<file path="src/rtl/serial_add_sub_8bit_pkg.sv">
// Shared definitions for the bit-serial add/sub block: control state
// encoding and the default operand width.
package serial_add_sub_8bit_pkg;

  localparam int DEFAULT_WIDTH = 8;

  typedef enum logic [1:0] {
    ST_IDLE = 2'd0,
    ST_RUN  = 2'd1,
    ST_DONE = 2'd2
  } state_t;

endpackage

</file>
<file path="src/rtl/serial_add_sub_8bit_onebitfa.sv">
// One-bit full adder cell used for each serial step of the add/sub block.
module onebitfa (
  input  logic a,
  input  logic b,
  input  logic cin,
  output logic s,
  output logic cout
);

  assign s    = a ^ b ^ cin;
  assign cout = (a & b) | (cin & (a ^ b));

endmodule

</file>
<file path="src/rtl/serial_add_sub_8bit.sv">
// Bit-serial, LSB-first adder/subtractor. Operands are captured through a
// valid/ready handshake, processed one bit per clock through a single full
// adder, and the finished result is held behind a valid/ready output.
// Subtraction is A + ~B + 1, so carry_out = 1 means "no borrow".
module serial_add_sub_8bit
  import serial_add_sub_8bit_pkg::*;
#(
  parameter int WIDTH = DEFAULT_WIDTH
) (
  input  logic             clk,
  input  logic             rst_n,
  input  logic             in_valid,
  output logic             in_ready,
  input  logic [WIDTH-1:0] op_a,
  input  logic [WIDTH-1:0] op_b,
  input  logic             sub,
  output logic             out_valid,
  input  logic             out_ready,
  output logic [WIDTH-1:0] sum,
  output logic             carry_out,
  output logic             res_zero,
  output logic             busy
);

  localparam int CNT_W = $clog2(WIDTH);

  state_t state, state_next;

  logic [WIDTH-1:0] a_sr;
  logic [WIDTH-1:0] b_sr;
  logic [WIDTH-1:0] r_sr;
  logic [WIDTH-1:0] r_next;
  logic [CNT_W-1:0] count;
  logic             carry;
  logic             fa_sum;
  logic             fa_cout;
  logic             last_step;

  onebitfa u_fa (
    .a   (a_sr[0]),
    .b   (b_sr[0]),
    .cin (carry),
    .s   (fa_sum),
    .cout(fa_cout)
  );

  // The new result bit enters at the MSB so after WIDTH steps r_sr is LSB-aligned.
  assign r_next    = WIDTH'({fa_sum, r_sr} >> 1);
  assign last_step = (count == CNT_W'(WIDTH - 1));

  assign in_ready  = (state == ST_IDLE);
  assign out_valid = (state == ST_DONE);
  assign busy      = (state != ST_IDLE);

  // Control state register.
  always_ff @(posedge clk or negedge rst_n) begin
    if (!rst_n) state <= ST_IDLE;
    else        state <= state_next;
  end

  // Next-state logic: accept in IDLE, count through RUN, wait for consumer in DONE.
  always_comb begin
    state_next = state;
    case (state)
      ST_IDLE: if (in_valid)  state_next = ST_RUN;
      ST_RUN:  if (last_step) state_next = ST_DONE;
      ST_DONE: if (out_ready) state_next = ST_IDLE;
      default:                state_next = ST_IDLE;
    endcase
  end

  // Serial datapath; visible result registers only update on the final step.
  always_ff @(posedge clk or negedge rst_n) begin
    if (!rst_n) begin
      a_sr      <= '0;
      b_sr      <= '0;
      r_sr      <= '0;
      count     <= '0;
      carry     <= 1'b0;
      sum       <= '0;
      carry_out <= 1'b0;
      res_zero  <= 1'b1;
    end else begin
      case (state)
        ST_IDLE: begin
          if (in_valid) begin
            a_sr  <= op_a;
            b_sr  <= op_b ^ {WIDTH{sub}};
            carry <= sub;
            count <= '0;
          end
        end
        ST_RUN: begin
          a_sr  <= a_sr >> 1;
          b_sr  <= b_sr >> 1;
          r_sr  <= r_next;
          carry <= fa_cout;
          count <= count + CNT_W'(1);
          if (last_step) begin
            sum       <= r_next;
            carry_out <= fa_cout;
            res_zero  <= (r_next == '0);
          end
        end
        default: ;
      endcase
    end
  end

endmodule

</file>
<file path="config.mk">
export PLATFORM = sky130hd
export DESIGN_NAME = serial_add_sub_8bit
export DESIGN_NICKNAME = d
export VERILOG_FILES = /design/src/rtl/serial_add_sub_8bit_pkg.sv /design/src/rtl/serial_add_sub_8bit_onebitfa.sv /design/src/rtl/serial_add_sub_8bit.sv
export SDC_FILE = /design/constraint.sdc
export NUM_CORES = 1
export LEC_CHECK = 0
export CAP_MARGIN = 40
export CORE_UTILIZATION = 45
export CTS_CLUSTER_DIAMETER = 200
export DETAILED_ROUTE_END_ITERATION = 6
export GPL_TIMING_DRIVEN = 0
export PLACE_DENSITY = 0.77
export SYNTH_ARGS = -nofsm -noshare
export SYNTH_HDL_FRONTEND = slang
export SYNTH_SLANG_ARGS = --single-unit
</file>
<file path="constraint.sdc">
create_clock -name clk -period 2.7 [get_ports clk]
set_input_delay 0.27 -clock clk [delete_from_list [all_inputs] [get_ports clk]]
set_output_delay 0.27 -clock clk [all_outputs]
set_load 0.02 [all_outputs]
</file>
# == Word-level counts from Yosys, hierarchy flattened ==
# Cells that the tools add are included.
# Widths: inputs -> output; s select.
# op_classes
bitwise_logic,6
eq_ne,6
n_reduce_logical,7
n_addsub,1
n_mux,12
# ops
operator,n
$pmux 8 s2,2
$mux 8,2
$logic_not 8->1,1
$xor 8x8->8,1
$mux 2,3
$pmux 2 s3,1
$pmux 3 s2,1
$ne 2x2->1 const B,2
$reduce_and 2->1,2
$reduce_bool 2->1,2
$add 3x1->3 const B,1
$eq 3x3->1 const B,1
$mux 3,1
$reduce_and 3->1,1
$and 1x1->1,2
$eq 2x1->1 const B,1
$eq 2x2->1 const B,1
$logic_not 2->1,1
$ne 2x1->1 const B,1
$pmux 1 s2,1
$xor 1x1->1,2
$mux 1,1
$or 1x1->1,1
# word_totals
wordCells,41
regBits,40

# == Longest topological paths before layout ==
# Gate-level depths: netlist (run 1).
# depth
word_depth,4
depth_mapped,6
ltp_nobuf,5

# == Hierarchy ==
# Synthesis (run 1) repeated with hierarchy kept, for this count alone.
# unflattened
cells_unflattened,161
area_unflattened_um2,1916.8
# modules_own_cells
mod,area_per_inst_um2,instances,cells_each
serial_add_sub_8bit,1896.8,1,160
onebitfa,20.0,1,1

# == Worst setup path before layout (run 1) ==
# No wires, ideal clock.
# synth_timing
path_type,register -> register
startpoint,register count[0]
endpoint,register carry_out
path_slack_ns,1.191
period_less_slack_ns,1.509
stages_incl_launch_ff,6
arrival_ns,1.384
setup_time_ns,0.125
path_buffers,1
path_cell_list,dfrtp_1 -> ha_1 -> ha_1 -> nand3b_2 -> buf_2 -> mux2_2
# synth_via
elab_chain_len,2
# synth_lines
element,line_no,source
"start, declared",serial_add_sub_8bit.sv:33,logic [CNT_W-1:0] count;
"start signal, assigned",serial_add_sub_8bit.sv:98,count <= count + CNT_W'(1);
$eq 3x3->1,serial_add_sub_8bit.sv:49,assign last_step = (count == CNT_W'(WIDTH - 1));
$reduce_and 2->1 (no source line),-,
"end signal, assigned",serial_add_sub_8bit.sv:101,carry_out <= fa_cout;
"end, declared",serial_add_sub_8bit.sv:20,"output logic carry_out,"
# Every way passes these cells.
# A chain may end at the register's enable or synchronous reset.

# == Final worst setup path (run 1) ==
# layout_timing
startpoint,register state[0]
endpoint,output port out_valid
# layout_via
elab_chain_len,1
# layout_lines
element,line_no,source
"start, declared",serial_add_sub_8bit.sv:27,"state_t state, state_next;"
"start signal, assigned",serial_add_sub_8bit.sv:58,else state <= state_next;
$eq 2x2->1,serial_add_sub_8bit.sv:52,assign out_valid = (state == ST_DONE);
"end, declared",serial_add_sub_8bit.sv:17,"output logic out_valid,"
# Every way passes these cells.

==> results.md, run 1 <==
- Register area share after synthesis: between 50% and 60%
- Final net count: 209
- R2R setup slack: 1.07 ns
- I/O Pins: 34
- Dpl ws: ~0.9 ns
- Fmax: roughly 470 MHz
- Height of the chip: around 64 um
- Overall Power: about 2.3 mW
- FF-to-FF Start: count[0]$_DFFE_PN0P_
- Pwr dens: between 1000 and 1500 nW/um2
- WHS: around 0.077 ns
- Final setup TNS: 0 ns
- LEAKAGE: about 0.95 nW
- Vias per inst: around 5.3
- Final setup fails: 0
- All-Layer GR Usage: between 15 and 20%
- Overflow after GRT: 0
- Hold Path Class: input port to async pin
- DPL Wire Length: ~2300 um
- Cts-stage hold buffer count: 0
- Net count after synthesis: 170
- Initial antenna violation count: 0
- Worst vdd ir: between 0.4 and 0.5 mV
- Core area: approximately 3700 um2
- Final core occ: around 60%
- Crit-path cells: buf_4 -> clkbuf_1 -> nor2_1 -> clkdlybuf4s50_1
- Post-Route Skew: 0.00549 ns
- Row cnt: 22
- Final Hold Viols: 0
- GPL Wtd Cong: between 0.8 and 0.9
- Clk pin slew, worst setup/hold paths: approximately 0.070 ns
- Area Overhead vs Synth: 26.2%
- R2R depth: 5
- Synthesized area: between 1500 and 2000 um2
- Final period util: 79.1%
- Type of origin of the critical path: flop
- Initial Utilization: around 48%
- CTS max path bufs: 2
- Diode count: 0
- CP peak stage delay: roughly 0.6 ns
- Crit path time final: approximately 2.1 ns
- Critical path arrival: 1.87 ns
- Critical-path top delay cell: clkdlybuf4s50_1
- Wire per inst: approximately 13 um
- Vias in the first global route: approximately 1200
- Port bufs: 32
- CP endpoint kind: output port
- DR iter-0 viols: 62
- Worst path top cell family by delay: buffers and inverters
- ANT nets after route: 0
- Max Slew Vio Count: 0
- FFs w/ async S/R, synth: 100%
- Clock buffer count from CTS: 5
- DR pass1 iterations: 4
- DRC violations left: 0
- Synthesis Warnings: 0
- Routed vias: ~1200
- Slew headroom: 45.0%
- WP buf/inv: 3
- Layout cell share with drive strength beyond 1: between 20 and 25%
- Root buffer cell: clkbuf_8
- Yosys cell types: 33
- H-tree levels: 2
- CTS tree: done
- Dominant synthesized flop cell: dfrtp_1
- Largest net degree at the start of global routing: 40
- Commonest non-fill, non-tap cell in the layout: dfrtp_1
- Number of flops mapped to enable cells by yosys: 0
- Reg2reg end: sum[3]$_DFFE_PN0P_
- Fin area: about 2200 um2
- Setup bufs post-CTS: 0
- Worst-margin pin slew: about 0.82 ns
- Post-route setup slack: between 0.5 and 0.6 ns
- Worst-Skew Late Latency: approximately 0.28 ns
- Req. time, crit path: roughly 2.4 ns
- Synth Area per Inst: about 12 um2
- Finished Layout Cells: between 200 and 250
- RSZ-0062 raised after global routing: no
- Max FO, Critical Path: 10
- Maxcap violations: 0
- CP Class: flop to output port
- Commonest cells after routing, fill and taps aside: dfrtp_1, clkdlybuf4s50_1, mux2_2
- Clock Sinks: 39
- Die area: approximately 4200 um2
- Die W: roughly 64 um
- Detailed Route WL: slightly above 3000 um
- Placed Instances: approximately 230
- DP Area: around 2100 um2
- Outcome: finished, final reports clean
- Post-CTS sizing: 0
- First-pass GRT wire length: roughly 5500 um
- Mapped Cells: 146
- Synthesized flop and latch total: 39
## kinds of logic after synthesis
kind of cell,share of synthesized area (%)
DFF,55.7
AOI/OAI and AO/OA,13.6
and+or+nand+nor,9.34
muxes,10.9
buffers and inverters,3.92
xor gates and xnor gates,3.99
adders and majority gates,2.57
## layer usage
layer	global-route usage, %	share of wire, %
met3	4.23	4.8
met1	20.5	43
met5	0	0
met2	30.9	51
met4	5.83	1.4
## final cells by class
type / count / area (um2)
well taps: 48 / 60.1
plain buffers: 10 / 57.6
repair buffers: 32 / 315
multi-input cells: 94 / 708
clock inverters: 3 / 15.0
clock buffers: 5 / 68.8
inverters: 3 / 11.3
fillers: 335 / 1480
flip-flops and latches: 39 / 977
## flip-flops by register name (all words and copies together), names as in the netlist
signal	cells
b_sr	8
a_sr	8
state	2
res_zero	1
r_sr	7
count	3
carry	1
carry_out	1
sum	8
## synthesized netlist by cell type, types with 2 or more instances
cell / instances / share of area (%)
nand3_1: 2 / 0.57
a21oi_1: 2 / 0.57
a22oi_1: 7 / 3.0
xnor2_1: 7 / 3.5
nor2_1: 7 / 1.5
o21ai_0: 11 / 3.1
buf_2: 3 / 0.86
a31oi_1: 2 / 0.71
a221o_2: 5 / 3.2
buf_4: 2 / 0.86
nor4_1: 2 / 0.71
ha_1: 2 / 1.4
a22o_1: 2 / 1.0
clkbuf_1: 3 / 0.64
and2b_1: 2 / 0.86
nor2b_1: 2 / 0.71
mux2_2: 16 / 10
inv_1: 3 / 0.64
o211ai_1: 2 / 0.86
nand2_1: 14 / 3.0
dfrtp_1: 38 / 54
## worst max-delay path by stage
| stage | startpoint | end | depth (start not counted) |
|---|---|---|---|
| CTS | state[0]$_DFFE_PN0P_ | out_valid | 4 |
| detailed placement | state[0]$_DFFE_PN0P_ | out_valid | 4 |
| global route | state[0]$_DFFE_PN0P_ | out_valid | 4 |
| global placement | rst_n | b_sr[3]$_DFFE_PN0P_ | 1 |
| floorplan | count[0]$_DFFE_PN0P_ | carry_out$_DFFE_PN0P_ | 5 |
| finish | state[0]$_DFFE_PN0P_ | out_valid | 4 |
## worst register-to-register path: cells and delay by family (launching register included)
| family | cells | cell delay (ns) |
|---|---|---|
| fa+ha+maj | 2 | 0.40 |
| simple gates | 1 | 0.12 |
| flops | 1 | 0.39 |
| buf+inv | 1 | 0.25 |
| mux | 1 | 0.37 |
## power breakdown
group / internal (mW) / switching [mW]
logic: 0.529 / 0.448
clock network: 0.177 / 0.190
registers: 0.836 / 0.162
No activity file was read; power rests on OpenSTA's default activity.
==> inputs of run 2 (changes only) <==
--- a/config.mk
+++ b/config.mk
@@ -10,7 +10,7 @@
 export CTS_CLUSTER_DIAMETER = 200
 export DETAILED_ROUTE_END_ITERATION = 6
 export GPL_TIMING_DRIVEN = 0
-export PLACE_DENSITY = 0.77
+export PLACE_DENSITY = 0.8
 export SYNTH_ARGS = -nofsm -noshare
 export SYNTH_HDL_FRONTEND = slang
 export SYNTH_SLANG_ARGS = --single-unit
==> constraint.sdc (replaced) <==
create_clock -name clk -period 1.9 [get_ports clk]
set_input_delay 0.19 -clock clk [delete_from_list [all_inputs] [get_ports clk]]
set_output_delay 0.19 -clock clk [all_outputs]
set_load 0.02 [all_outputs]
==> results.md, run 2 (synthesis results as in run 1) <==
- Register area: 977 um2 (unchanged)
- Fillers: 320 (-4.5%)
- Final Hold Viols: 4 (+4)
- CTS tree: done
- Routed vias: 1238 (-0.081%)
- Post-route setup slack: 0.162 ns (-0.402 ns)
- Outcome: finished with violations
- Detailed Route WL: 3260 um (+5.9%)
- Final period util: 91.5%
- Crit-path cells: buf_4 -> or2_2 -> inv_1 -> dlygate4sd2_1
- Clock buffer count from CTS: 5 (unchanged)
- Largest net degree at the start of global routing: 40 (unchanged)
- Commonest cells after routing, fill and taps aside: dfrtp_1, clkdlybuf4s50_1, mux2_2
- Worst vdd ir: 0.561 mV (+33%)
- FF-to-FF Start: count[0]$_DFFE_PN0P_
- I/O Pins: 34 (unchanged)
- Final net count: 209 (unchanged)
- DR pass1 iterations: 4 (unchanged)
- Type of origin of the critical path: flop
- RSZ-0062 raised after global routing: no
- CP Class: flop to output port
- Finished Layout Cells: 234 (unchanged)
- Die area: 4150 um2 (unchanged)
- Critical-path top delay cell: dfrtp_1
- Core area: 3690 um2 (unchanged)
- GPL Wtd Cong: 0.789 (-2.4%)
- Failing checks: hold timing
- CP peak stage delay: 0.41 ns (-0.20 ns)
- Worst-margin pin slew: 0.824 ns (-0.00106 ns)
- Post-Route Skew: 0.00300 ns (-0.00248 ns)
- Dpl ws: 0.146 ns (-0.737 ns)
- DPL Wire Length: 2380 um (+3.0%)
- All-Layer GR Usage: 18.0% (+0.59 points)
- Placed Instances: 226 (unchanged)
- Area Overhead vs Synth: 27.0%
- First-pass GRT wire length: 5690 um (+4.0%)
- Final setup fails: 0 (unchanged)
- Maxcap violations: 0 (unchanged)
- Clock Sinks: 39 (unchanged)
- Max FO, Critical Path: 10 (unchanged)
- Die W: 64.4 um (unchanged)
- Height of the chip: 64.4 um (unchanged)
- Initial Utilization: 47.6% (unchanged)
- LEAKAGE: 0.968 nW (+1.5%)
- DR iter-0 viols: 47 (-24%)
- CP endpoint kind: output port
- Row cnt: 22 (unchanged)
- Commonest non-fill, non-tap cell in the layout: dfrtp_1
- Hold Path Class: input port to async pin
- Root buffer cell: clkbuf_8
- Diode count: 0 (unchanged)
- Cts-stage hold buffer count: 0 (unchanged)
- Max Slew Vio Count: 0 (unchanged)
- WHS: -0.00268 ns (-0.0797 ns)
- Area of the multi-input gates: 708 um2 (unchanged)
- Port bufs: 32 (unchanged)
- Crit path time final: approximately 1.7 ns
- Layout cell share with drive strength beyond 1: 22.0% (unchanged)
- Setup bufs post-CTS: 0 (unchanged)
- Fmax: about 580 MHz
- Reg2reg end: carry_out$_DFFE_PN0P_
- Clk pin slew, worst setup/hold paths: 0.07 ns (about the same)
- Final core occ: 60.4% (+0.37 points)
- R2R setup slack: 0.26 ns (-0.81 ns)
- Wire per inst: 13.9 um (+5.9%)
- Pwr dens: 1530 nW/um2 (+45%)
- CTS max path bufs: 2 (unchanged)
- DRC violations left: 0 (unchanged)
- H-tree levels: 2 (unchanged)
- Critical path arrival: 1.55 ns (-0.32 ns)
- R2R depth: 5 (unchanged)
- Overflow after GRT: 0 (unchanged)
- Worst-Skew Late Latency: 0.29 ns (about the same)
- Req. time, crit path: 1.71 ns (-0.72 ns)
- Vias in the first global route: 1242 (-0.40%)
- Vias per inst: 5.29 (about the same)
- ANT nets after route: 0 (unchanged)
- Initial antenna violation count: 0 (unchanged)
- Slew headroom: 45.1% (+0.071 points)
- Biggest regs: a_sr: 8 flops, b_sr: 8 flops, sum: 8 flops
-- run 2: changes by cell type in the layout (fill, tap and decap cells not counted) --
| cell | change |
|---|---|
| dlygate4sd2_1 | +3 |
| clkinv_2 | -3 |
| clkbuf_8 | +2 |
| clkdlybuf4s50_1 | -3 |
| clkbuf_2 | +1 |
-- run 2: repair_timing --
action                     in CTS  in global routing
gates cloned                    0                  0
pin swaps                       0                  0
setup endpoints to repair       3                  1
resized for setup               3                  2
-- run 2: area by class of cell --
cell class / count / share of cell area, %
multi-input combinational: 94 / 31.8
clock buffer: 8 / 4.49
sequential: 39 / 43.9
timing repair buffer: 32 / 14.0
inverter: 3 / 0.506
buffer: 10 / 2.64
tap: 48 / 2.70
-- run 2: worst max path at each step --
stage / end / cells after the start / start
floorplan: carry_out$_DFFE_PN0P_ / 5 / count[0]$_DFFE_PN0P_
global placement: b_sr[3]$_DFFE_PN0P_ / 1 / rst_n
detailed placement: out_valid / 4 / state[0]$_DFFE_PN0P_
CTS: out_valid / 4 / state[0]$_DFFE_PN0P_
global route: in_ready / 4 / state[0]$_DFFE_PN0P_
finish: in_ready / 4 / state[0]$_DFFE_PN0P_
-- run 2: critical path: cells and delay by family (launching register included) --
kind | cells | cell delay [ns]
buf+inv | 3 | 0.55
flops | 1 | 0.41
simple gates | 1 | 0.29
-- run 2: routing by layer --
layer / routed length [um] / global-route usage, % / vias up / part of all wire [%]
met1: 1450 / 21.0 / 606 / 44
met2: 1620 / 32.0 / 37 / 50
met5: 0 / 0 / - / 0
met4: 32 / 4.17 / 0 / 0.98
li1: - / - / 592 / -
met3: 156 / 5.81 / 3 / 4.8
-- run 2: power breakdown --
part / internal, mW / switching [mW] / total, mW / leakage [nW]
Clock: 0.331 / 0.266 / 0.597 / 0.0515
Sequential: 1.19 / 0.235 / 1.42 / 0.490
Combinational: 0.740 / 0.652 / 1.39 / 0.426
Total: 2.26 / 1.15 / 3.41 / 0.968
-- run 2: stage by stage --
stage	cell area, um2	TNS [ns]	power (mW)
after detailed placement	2130	0	2.86
after floorplan	1750	0	2.33
final	2230	0	3.41
after CTS	2230	0	3.45
after global routing	2230	0	3.66
after global placement	2130	-6.79	2.77
